File: src/rtl/default_chan_tx_scheduler.sv
`default_nettype none
// ============================================================================
// Module      : default_chan_tx_scheduler
// Description : Timed-burst scheduler for the channel transmit path. Queues
//               burst descriptors (start time, length), holds the sample
//               stream until the shared sample counter reaches the start
//               time, then passes exactly 'length' samples downstream.
//               Late bursts are dropped or sent at once; mid-burst
//               starvation is flagged per cycle.
// Ports       : clk, reset            - clock, synchronous active-high reset
//               cfg_enabled           - 0 flushes FIFO and returns to IDLE
//               cfg_late_policy       - 0 drop late burst, 1 send it at once
//               sample_idx[55:0]      - free-running DAC sample counter
//               desc_*                - descriptor push handshake
//               s_*                   - upstream sample stream
//               m_*                   - downstream sample stream
//               tx_active             - high while in RUN
//               desc_count            - descriptor FIFO occupancy
//               status_late           - pulse when a late burst is found
//               status_starved        - pulse per starved RUN cycle
//               status_late_count     - saturating late-burst counter
// Revision    : 1.0 - initial release
// ============================================================================
module default_chan_tx_scheduler #(
  parameter int DEPTH_LOG2 = 2,
  parameter int LEN_W      = 16
) (
  input  logic                  clk,
  input  logic                  reset,
  input  logic                  cfg_enabled,
  input  logic                  cfg_late_policy,
  input  logic [55:0]           sample_idx,
  input  logic                  desc_valid,
  output logic                  desc_ready,
  input  logic [55:0]           desc_time,
  input  logic [LEN_W-1:0]      desc_len,
  input  logic                  s_valid,
  output logic                  s_ready,
  input  logic [63:0]           s_data,
  output logic                  m_valid,
  input  logic                  m_ready,
  output logic [63:0]           m_data,
  output logic                  tx_active,
  output logic [DEPTH_LOG2:0]   desc_count,
  output logic                  status_late,
  output logic                  status_starved,
  output logic [15:0]           status_late_count
);

  localparam int DEPTH = 1 << DEPTH_LOG2;
  localparam logic [DEPTH_LOG2:0]   FULL_LEVEL = {1'b1, {DEPTH_LOG2{1'b0}}};
  localparam logic [DEPTH_LOG2:0]   CNT_ONE    = {{DEPTH_LOG2{1'b0}}, 1'b1};
  localparam logic [DEPTH_LOG2-1:0] PTR_ONE    = {{(DEPTH_LOG2-1){1'b0}}, 1'b1};
  localparam logic [LEN_W-1:0]      LEN_ONE    = {{(LEN_W-1){1'b0}}, 1'b1};

  typedef enum logic [1:0] {
    IDLE = 2'd0,
    WAIT = 2'd1,
    RUN  = 2'd2,
    DROP = 2'd3
  } state_t;

  state_t                 state;
  logic [55:0]            fifo_time [DEPTH];
  logic [LEN_W-1:0]       fifo_len  [DEPTH];
  logic [DEPTH_LOG2-1:0]  wr_ptr;
  logic [DEPTH_LOG2-1:0]  rd_ptr;
  logic [DEPTH_LOG2:0]    count;
  logic [55:0]            act_time;
  logic [LEN_W-1:0]       act_len;
  logic [LEN_W-1:0]       sent;
  logic                   first_wait;
  logic                   late_pulse;
  logic                   starved_pulse;
  logic [15:0]            late_count;

  logic                   push;
  logic                   pop;
  logic                   run_on;
  logic                   drop_on;
  logic                   beat;
  logic                   last;
  logic [55:0]            diff;

  always_comb begin
    push    = desc_valid && desc_ready;
    pop     = cfg_enabled && (state == IDLE) && (count != '0);
    // Gating with cfg_enabled keeps samples upstream during an abort cycle.
    run_on  = cfg_enabled && (state == RUN);
    drop_on = cfg_enabled && (state == DROP);
    // One sample leaves the upstream port: a downstream handshake in RUN,
    // or a silent consume in DROP.
    beat    = (run_on && s_valid && m_ready) || (drop_on && s_valid);
    last    = (sent == (act_len - LEN_ONE));
    // Modular difference: zero means due, MSB set means already passed.
    diff    = act_time - sample_idx;
  end

  assign desc_ready        = cfg_enabled && (count != FULL_LEVEL);
  assign desc_count        = count;
  assign m_valid           = run_on && s_valid;
  assign s_ready           = (run_on && m_ready) || drop_on;
  assign m_data            = run_on ? s_data : 64'd0;
  assign tx_active         = (state == RUN);
  assign status_late       = late_pulse;
  assign status_starved    = starved_pulse;
  assign status_late_count = late_count;

  // Descriptor storage needs no reset; occupancy is tracked by count.
  always_ff @(posedge clk) begin
    if (push) begin
      fifo_time[wr_ptr] <= desc_time;
      fifo_len[wr_ptr]  <= desc_len;
    end
  end

  always_ff @(posedge clk) begin
    if (reset) begin
      state         <= IDLE;
      wr_ptr        <= '0;
      rd_ptr        <= '0;
      count         <= '0;
      act_time      <= '0;
      act_len       <= '0;
      sent          <= '0;
      first_wait    <= 1'b0;
      late_pulse    <= 1'b0;
      starved_pulse <= 1'b0;
      late_count    <= '0;
    end else begin
      late_pulse    <= 1'b0;
      starved_pulse <= run_on && m_ready && !s_valid;
      if (!cfg_enabled) begin
        // Abort: flush everything except the status counter.
        state      <= IDLE;
        wr_ptr     <= '0;
        rd_ptr     <= '0;
        count      <= '0;
        sent       <= '0;
        first_wait <= 1'b0;
      end else begin
        if (push) wr_ptr <= wr_ptr + PTR_ONE;
        if (pop)  rd_ptr <= rd_ptr + PTR_ONE;
        case ({push, pop})
          2'b10:   count <= count + CNT_ONE;
          2'b01:   count <= count - CNT_ONE;
          default: count <= count;
        endcase

        case (state)
          IDLE: begin
            if (pop) begin
              act_time   <= fifo_time[rd_ptr];
              act_len    <= fifo_len[rd_ptr];
              sent       <= '0;
              first_wait <= 1'b1;
              // Null descriptors are consumed here and never leave IDLE.
              if (fifo_len[rd_ptr] != '0) state <= WAIT;
            end
          end
          WAIT: begin
            first_wait <= 1'b0;
            if (first_wait && diff[55]) begin
              late_pulse <= 1'b1;
              if (late_count != 16'hFFFF) late_count <= late_count + 16'd1;
              state <= cfg_late_policy ? RUN : DROP;
            end else if (diff == '0) begin
              state <= RUN;
            end
          end
          RUN, DROP: begin
            if (beat) begin
              if (last) begin
                state <= IDLE;
                sent  <= '0;
              end else begin
                sent  <= sent + LEN_ONE;
              end
            end
          end
          default: state <= IDLE;
        endcase
      end
    end
  end

endmodule
`default_nettype wire

File: config.mk
export PLATFORM = sky130hd
export DESIGN_NAME = default_chan_tx_scheduler
export DESIGN_NICKNAME = d
export VERILOG_FILES = /design/src/rtl/default_chan_tx_scheduler.sv
export SDC_FILE = /design/constraint.sdc
export NUM_CORES = 1
export LEC_CHECK = 0
export ABC_AREA = 1
export CAP_MARGIN = 15
export CORE_ASPECT_RATIO = 0.8
export CORE_MARGIN = 3
export CORE_UTILIZATION = 55
export DETAILED_ROUTE_END_ITERATION = 7
export GPL_ROUTABILITY_DRIVEN = 1
export PLACE_DENSITY = 0.8
export SYNTH_ARGS = -nofsm -noshare
export SYNTH_HDL_FRONTEND = slang
export SYNTH_SLANG_ARGS = --single-unit
File: constraint.sdc
create_clock -name clk -period 10.5 [get_ports clk]
set_input_delay 1.05 -clock clk [delete_from_list [all_inputs] [get_ports clk]]
set_output_delay 1.05 -clock clk [all_outputs]
set_load 0.01 [all_outputs]
==> results.md, run 1 <==
* Commonest non-fill, non-tap cell in the layout: nand2_1
* Measured slew at the worst slew-check pin at about 1.1 ns
* Synthesized instance count at 2665
* Primary FF master, synth: edfxtp_1
* Avg WL per Cell at 18.8 um
* NumNets Final at about 3200
* Diodes inserted at 0
* Cts hold-fix bufs at 0
* Routed Wire Length at approximately 65 mm
* Levels on crit path at 5
* Hold-critical path depth at 2
* I/O pin cnt at 288
* RSZ-0062 raised after global routing: no
* WP data arrival at 2.97 ns
* CP startpoint kind: primary input
* Worst path most repeated cell: clkdlybuf4s50_1
* Yosys cell types at 53
* Crit Path Max Fanout at 45
* Initial Util at 56.0%
* Largest net degree at the start of global routing at 113
* Cell Int Power at 0.00279 W
* Worst hold margin at ~0.5 ns
* Critical path capture point type: output port
* Flop pwr share at 48.0%
* Max VDD drop at between 0.15 and 0.2 mV
* Sw Share at approximately 24%
* Synth area leaders: edfxtp_1, dfxtp_1, nand2_1, nor2_1, inv_1
* Hold EP: act_len[1]
* # DRC at 0
* Max Clk Rate at ~250 MHz
* Launch point of the worst reg-to-reg path: state[1]
* Pwr Density at 140 nW/um2
* Commonest cells after routing, fill and taps aside: nand2_1, nor2_1, inv_1, edfxtp_1, clkdlybuf4s50_1
* First-pass GRT wire length at roughly 99 mm
* Max stage delay on crit path at 0.61 ns
* Rel. slew slack at 25.6%
* Die width at 227 um
* Slew Limit Fails at 0
* Syn_area_per_cell at between 8 and 9 um2
* Core box area at 38400 um2
* Area fraction of the dominant cell type after synthesis at 40.2%
* Switching Power at approximately 0.0009 W
* Setup TNS at 0 ns
* CP delay by family, top: buffers and inverters
* First-pass iteration count of the detailed router at 6
* Initial antenna violation count at 0
* Total gr overflow at 0
* Die H at between 150 and 200 um
* Flops & latches, synth at between 400 and 500
* Cells along the critical path: clkdlybuf4s50_1, nand2_2, buf_12, nor2_1, clkdlybuf4s50_1
* Reg-to-Reg End: desc_count[2]
* Fraction of registers with async set/reset at 0%
* Hold Path Class: reg -> reg
* Site row count at between 60 and 70
* Post-synth EDFFs at 288
* Max Cap Viol at 0
* Placed Area at 24800 um2
* Leak at 11.3 nW
* Clk Tree Root Cell: clkbuf_16
* Final Cycle Share at 38.3%
* GPL Wtd Cong at 1.03
* Post-CTS setup buffers at 0
* Gate power share at 11.5%
* Initial DRC count at 1994
* Clk network pwr share at 40.5%
* Critical path required time at 9.45 ns
* Post-synthesis cell area at 21500 um2
* Min Tclk post-route at slightly above 4 ns
* Clk buf depth at 3
* CTS resizes at 0
* Reg2Reg Depth at 10
* Largest area contributor in the netlist: edfxtp_1
* Synth Net Count at 2929
* Via count at 18962
* Share of layout cells above drive strength 1 at roughly 4.8%
* Number of global-route vias before repair at 17986
* CTS Buf Count at 40
* Outcome: complete, no violations
* R2R Setup Slk at 6.94 ns
* Buffers on Ports at approximately 290
* Fin. Hold Viols at 0
* Vias per cell at 5.49
* # setup viols final at 0
* Clock Latency Late Sink at 0.55 ns
* Slowest CP cell: clkdlybuf4s50_1
* DIE AREA at 41500 um2
* CP Buf/Inv Count at 3
* Clock Sinks at 406
* Total number of yosys warnings at 0
* All-Layer GR Usage at 30.8%
* CTS tree: built
* Area delta synth->final at 22.0%
* Max Clock Skew at 0.0121 ns
* Final ANT Viol Nets at 0
* Kind of critical path: in -> out
* H-tree Lvls at 2
* Finished Cell Area at 26200 um2
* Hold_sp: act_len[1]
* Post-synthesis sequential area ratio at 51.2%
* Final HPWL DP at around 47 mm
* Reg clk slew, reported paths at roughly 0.06 ns
==> final cells by class <==
| type | count | area [um2] |
|---|---|---|
| flip-flops and latches | 406 | 11000 |
| multi-input cells | 1763 | 8660 |
| inverters | 416 | 1570 |
| clock buffers | 50 | 1060 |
| clock inverters | 23 | 314 |
| well taps | 495 | 619 |
| fillers | 3073 | 12200 |
| repair buffers | 301 | 3000 |
==> power groups by stage <==
stage / clock, W / combinational [W] / sequential, W
3_3_place_gp: 0 / 0.000404 / 0.00180
4_1_cts: 0.00151 / 0.000415 / 0.00177
6_report: 0.00149 / 0.000422 / 0.00177
2_1_floorplan: 0 / 0.000237 / 0.00179
5_1_grt: 0.00158 / 0.000465 / 0.00177
3_5_place_dp: 0 / 0.000411 / 0.00180
==> how the worst max path moves through the flow <==
| stage | slack, ns | startpoint | endpoint |
|---|---|---|---|
| after floorplan | 5.34 | cfg_enabled | fifo_len[0][0] |
| after global placement | 6.08 | sample_idx[0] | state[0] |
| after detailed placement | 6.05 | sample_idx[0] | state[0] |
| after CTS | 6.17 | cfg_enabled | m_data[45] |
| after global routing | 6.21 | sample_idx[0] | state[0] |
| final | 6.48 | cfg_enabled | m_data[45] |
==> per-stage QoR <==
stage	instances	util (%)	worst slack [ns]	power (W)
finish	3454	68.2	6.48	0.00368
global placement	3379	64.6	6.08	0.00220
detailed placement	3379	64.6	6.05	0.00221
floorplan	2665	-	5.34	0.00203
global route	3454	68.2	6.21	0.00381
CTS	3452	68.1	6.17	0.00369
==> cell families after synthesis <==
logic type / share of synthesized area [%]
simple gates: 23.8
buf+inv: 8.72
compound gates: 10.6
flops: 51.2
fa+ha+maj: 3.85
xor+xnor: 1.75
==> Yosys cell counts (3+ instances only) <==
cell type and count:
o21ai_0 236, nand2_2 7, nor4_1 5, inv_2 10, nand3_2 5, nor3_1 31, nand3_1 86, nand3b_1 9
a21oi_1 97, edfxtp_1 288, nor3_2 5, nand2_1 544, nand4_1 24, o22ai_1 7, dfxtp_1 118, nor2_2 12
buf_1 7, clkbuf_1 71, and2_1 3, xnor2_1 16, ha_1 63, a31oi_1 61, o22a_1 3, xor2_1 27
o21bai_1 5, a32o_1 6, inv_1 404, nor2_1 484
==> flip-flops by register name, summed over array words and instances, names as in the netlist, 2 cells and up, named ones only <==
name	flops
act_len	16
act_time	56
desc_count	3
fifo_len	64
fifo_time	224
rd_ptr	2
sent	16
state	2
status_late_count	16
wr_ptr	2
==> worst register-to-register path: stages (launching register included) <==
cell and delay [ns]:
dfxtp_1 0.37, nor2_1 0.36, nand3_1 0.63, clkinv_2 0.85, ha_1 0.27, inv_1 0.07, fa_1 0.38, a21oi_1 0.15
o21ai_0 0.13, o21ai_0 0.17, a21oi_1 0.06
==> routing by layer <==
metal,wire [um],vias to the layer above,track usage [%]
met1,29200,8882,46.4
met3,5540,81,5.17
met5,0,-,0
li1,-,9207,-
met2,28900,792,47.1
met4,1170,0,6.85
No activity file was read; power rests on OpenSTA's default activity.
==> run 2: changes to the inputs <==
--- a/config.mk
+++ b/config.mk
@@ -9,10 +9,10 @@
 export CAP_MARGIN = 15
 export CORE_ASPECT_RATIO = 0.8
 export CORE_MARGIN = 3
-export CORE_UTILIZATION = 55
+export CORE_UTILIZATION = 51
 export DETAILED_ROUTE_END_ITERATION = 7
 export GPL_ROUTABILITY_DRIVEN = 1
-export PLACE_DENSITY = 0.8
+export PLACE_DENSITY = 0.78
 export SYNTH_ARGS = -nofsm -noshare
 export SYNTH_HDL_FRONTEND = slang
 export SYNTH_SLANG_ARGS = --single-unit
==> constraint.sdc (replaced) <==
create_clock -name clk -period 3.2 [get_ports clk]
set_input_delay 0.32 -clock clk [delete_from_list [all_inputs] [get_ports clk]]
set_output_delay 0.32 -clock clk [all_outputs]
set_load 0.01 [all_outputs]
==> run 2 against run 1 <==
Clock power rose to 2.9 times the previous value. Sequential power grew to 3.3 times the previous value. Die area rose by 7.6%. Critical endpoint is now state[0]. Highest routed layer unchanged. Worst hold slack worse by 0.099 ns.
==> results.md, run 2 (synthesis gave the netlist of run 1 again) <==
* Min Tclk post-route at 3.04 ns
* Avg WL per Cell at 17.9 um (-4.6%)
* Max Cap Viol at 0 (unchanged)
* Launch point of the worst reg-to-reg path: act_time[0]
* Initial Util at 52.3% (-3.7 points)
* Top flop regs: fifo_time (224), fifo_len (64), act_time (56)
* Layout Utilization at 66.8% (-1.4 points)
* Area delta synth->final at 27.7%
* Commonest non-fill, non-tap cell in the layout: nand2_1
* Final HPWL DP at 48.6 mm (+4.0%)
* Final Cycle Share at 94.9%
* CTS tree: built
* Worst hold margin at 0.400 ns (-0.0995 ns)
* Die H at 190 um (+3.7%)
* Commonest cells after routing, fill and taps aside: nand2_1, nor2_1, inv_1, edfxtp_1, clkdlybuf4s50_1
* Biggest register: fifo_time
* Pwr Density at 425 nW/um2 (+200%)
* Number of flip-flops in the largest register at 224 (unchanged)
* Max VDD drop at 0.499 mV (+200%)
* Hold Path Class: in -> reg
* DIE AREA at 44700 um2 (+7.6%)
* # DRC at 0 (unchanged)
* Largest net degree at the start of global routing at 137 (+21%)
* Critical path required time at 3.63 ns (-5.82 ns)
* Max Clk Rate at ~330 MHz
* Final worst-path setup slack at 0.162 ns (-6.32 ns)
* Slew Limit Fails at 0 (unchanged)
* Initial DRC count at 1877 (-5.9%)
* Reg clk slew, reported paths at 0.06 ns (about the same)
* CP startpoint kind: flip-flop
* Leak at 11.9 nW (+5.9%)
* Finished Cell Area at 27500 um2 (+4.7%)
* Die width at 236 um (+3.7%)
* First-pass GRT wire length at 99.5 mm (+0.24%)
* Clock Sinks at 406 (unchanged)
* Outcome: complete, no violations
* GPL Wtd Cong at 0.938 (-8.6%)
* Worst path most repeated cell: nand2_1
* Crit Path Max Fanout at 3 (-93%)
* CP startpoint: act_time[0]
* NumNets Final at 3339 (+4.6%)
* Critical path capture point type: flip-flop
* Measured slew at the worst slew-check pin at 0.979 ns (-0.136 ns)
* First-pass iteration count of the detailed router at 6 (unchanged)
* CP delay by family, top: simple AND/OR/NAND/NOR gates
* Placed Area at 26100 um2 (+5.1%)
* Core box area at 41100 um2 (+7.0%)
* Share of layout cells above drive strength 1 at 9.88% (+5.1 points)
* Initial antenna violation count at 4 (+4)
* Vias per cell at 5.31 (-3.3%)
* Max Clock Skew at 0.0195 ns (+0.00739 ns)
* PnR Total Power at 0.0117 W (+220%)
* Rel. slew slack at 34.7% (+9.1 points)
* Via count at 19409 (+2.4%)
* Fin. Hold Viols at 0 (unchanged)
* Kind of critical path: reg -> reg
* Clk Tree Root Cell: clkbuf_16
* Cells along the critical path: inv_4, ha_4, inv_1, fa_2, nand3_4, buf_4, inv_1, nand2_2, nand3_2, nand2_1, nand3b_1, buf_6, xnor2_2, nand2_1, nor2_2, nand3_2, nor2_4, nand3_4, nand2_2, nand2_1, nor2_1, nor2_1
* # fillers at 3292 (+7.1%)
* RSZ-0062 raised after global routing: yes
* Hold_sp: desc_len[3]
* Site row count at 66 (+3.1%)
* All-Layer GR Usage at 28.1% (-2.6 points)
* Final ANT Viol Nets at 0 (unchanged)
* CP Buf/Inv Count at 5 (+2)
* Cts hold-fix bufs at 0 (unchanged)
* Max stage delay on crit path at 0.42 ns (-0.19 ns)
* WP data arrival at 3.47 ns (+0.50 ns)
* Buffers on Ports at 287 (unchanged)
* Slowest CP cell: fa_2
* Total gr overflow at 0 (unchanged)
* I/O pin cnt at 288 (unchanged)
* Setup WS pre-CTS at -0.374 ns (-6.42 ns)
* Number of global-route vias before repair at 18156 (+0.95%)
* # setup viols final at 0 (unchanged)
* CTS Buf Count at 39 (-2.5%)
* Routed Wire Length at 65.4 mm (+0.94%)
* H-tree Lvls at 2 (unchanged)
* Clock Latency Late Sink at 0.55 ns (about the same)
* Clk buf depth at 3 (unchanged)
## run 2: cell types whose count changed in the layout (fill, tap and decap cells not counted), sizes merged
cell,change
clkbuf,+9
bufinv,-6
clkinv,-5
inv,+1
diode,+5
buf,+148
## run 2: power by group
part | switching [W] | internal [W]
clock network | 0.00191 | 0.00240
registers | 0.0000717 | 0.00573
logic | 0.000877 | 0.000688
## run 2: worst paths after layout
check                                       to  slack (ns)  depth (start not counted)
worst min-delay path            fifo_len[1][3]        0.40                          1
worst max register to register        state[0]        0.16                         22
worst max-delay path                  state[0]        0.16                         22
worst min register to register      act_len[1]        0.49                          2
## run 2: per-layer routing
layer	share of wire, %	track usage, %
met5	0	0
met2	44	42.4
met3	8.0	4.41
met1	46	42.4
met4	2.4	7.76
## run 2: per-stage QoR
stage	TNS, ns	instances
detailed placement	-2.18	3572
CTS	0	3644
floorplan	-60.84	2665
global route	-0.0239	3654
global placement	-1.23	3572
finish	0	3655
## run 2: cell type report
cell class              instances  area (um2)  area share, %
inverters                     416        1570           5.71
diodes                          5        12.5         0.0455
flip-flops and latches        406       11000           40.1
well taps                     544         681           2.48
multi-input cells            1763        8800           32.0
repair buffers                449        4210           15.3
clock inverters                13        82.6          0.301
clock buffers                  59        1100           4.01
## run 2: timing repair
action / CTS / global route
resized for setup: 3 / 34
hold endpoints to repair: 0 / 0
setup endpoints to repair: 1 / 3
buffers inserted: 0 / 6
pin swaps: 2 / 11
gates cloned: 0 / 0
## run 2: worst reg2reg max path, cell delays in order, from the launching register on
cell      delay (ns)
dfxtp_2         0.33
inv_4           0.07
ha_4            0.13
inv_1           0.07
fa_2            0.42
nand3_4         0.12
buf_4           0.11
inv_1           0.04
nand2_2         0.07
nand3_2         0.08
nand2_1         0.08
nand3b_1        0.17
buf_6           0.18
xnor2_2         0.14
nand2_1         0.07
nor2_2          0.15
nand3_2         0.10
nor2_4          0.15
nand3_4         0.11
nand2_2         0.11
nand2_1         0.07
nor2_1          0.12
nor2_1          0.05
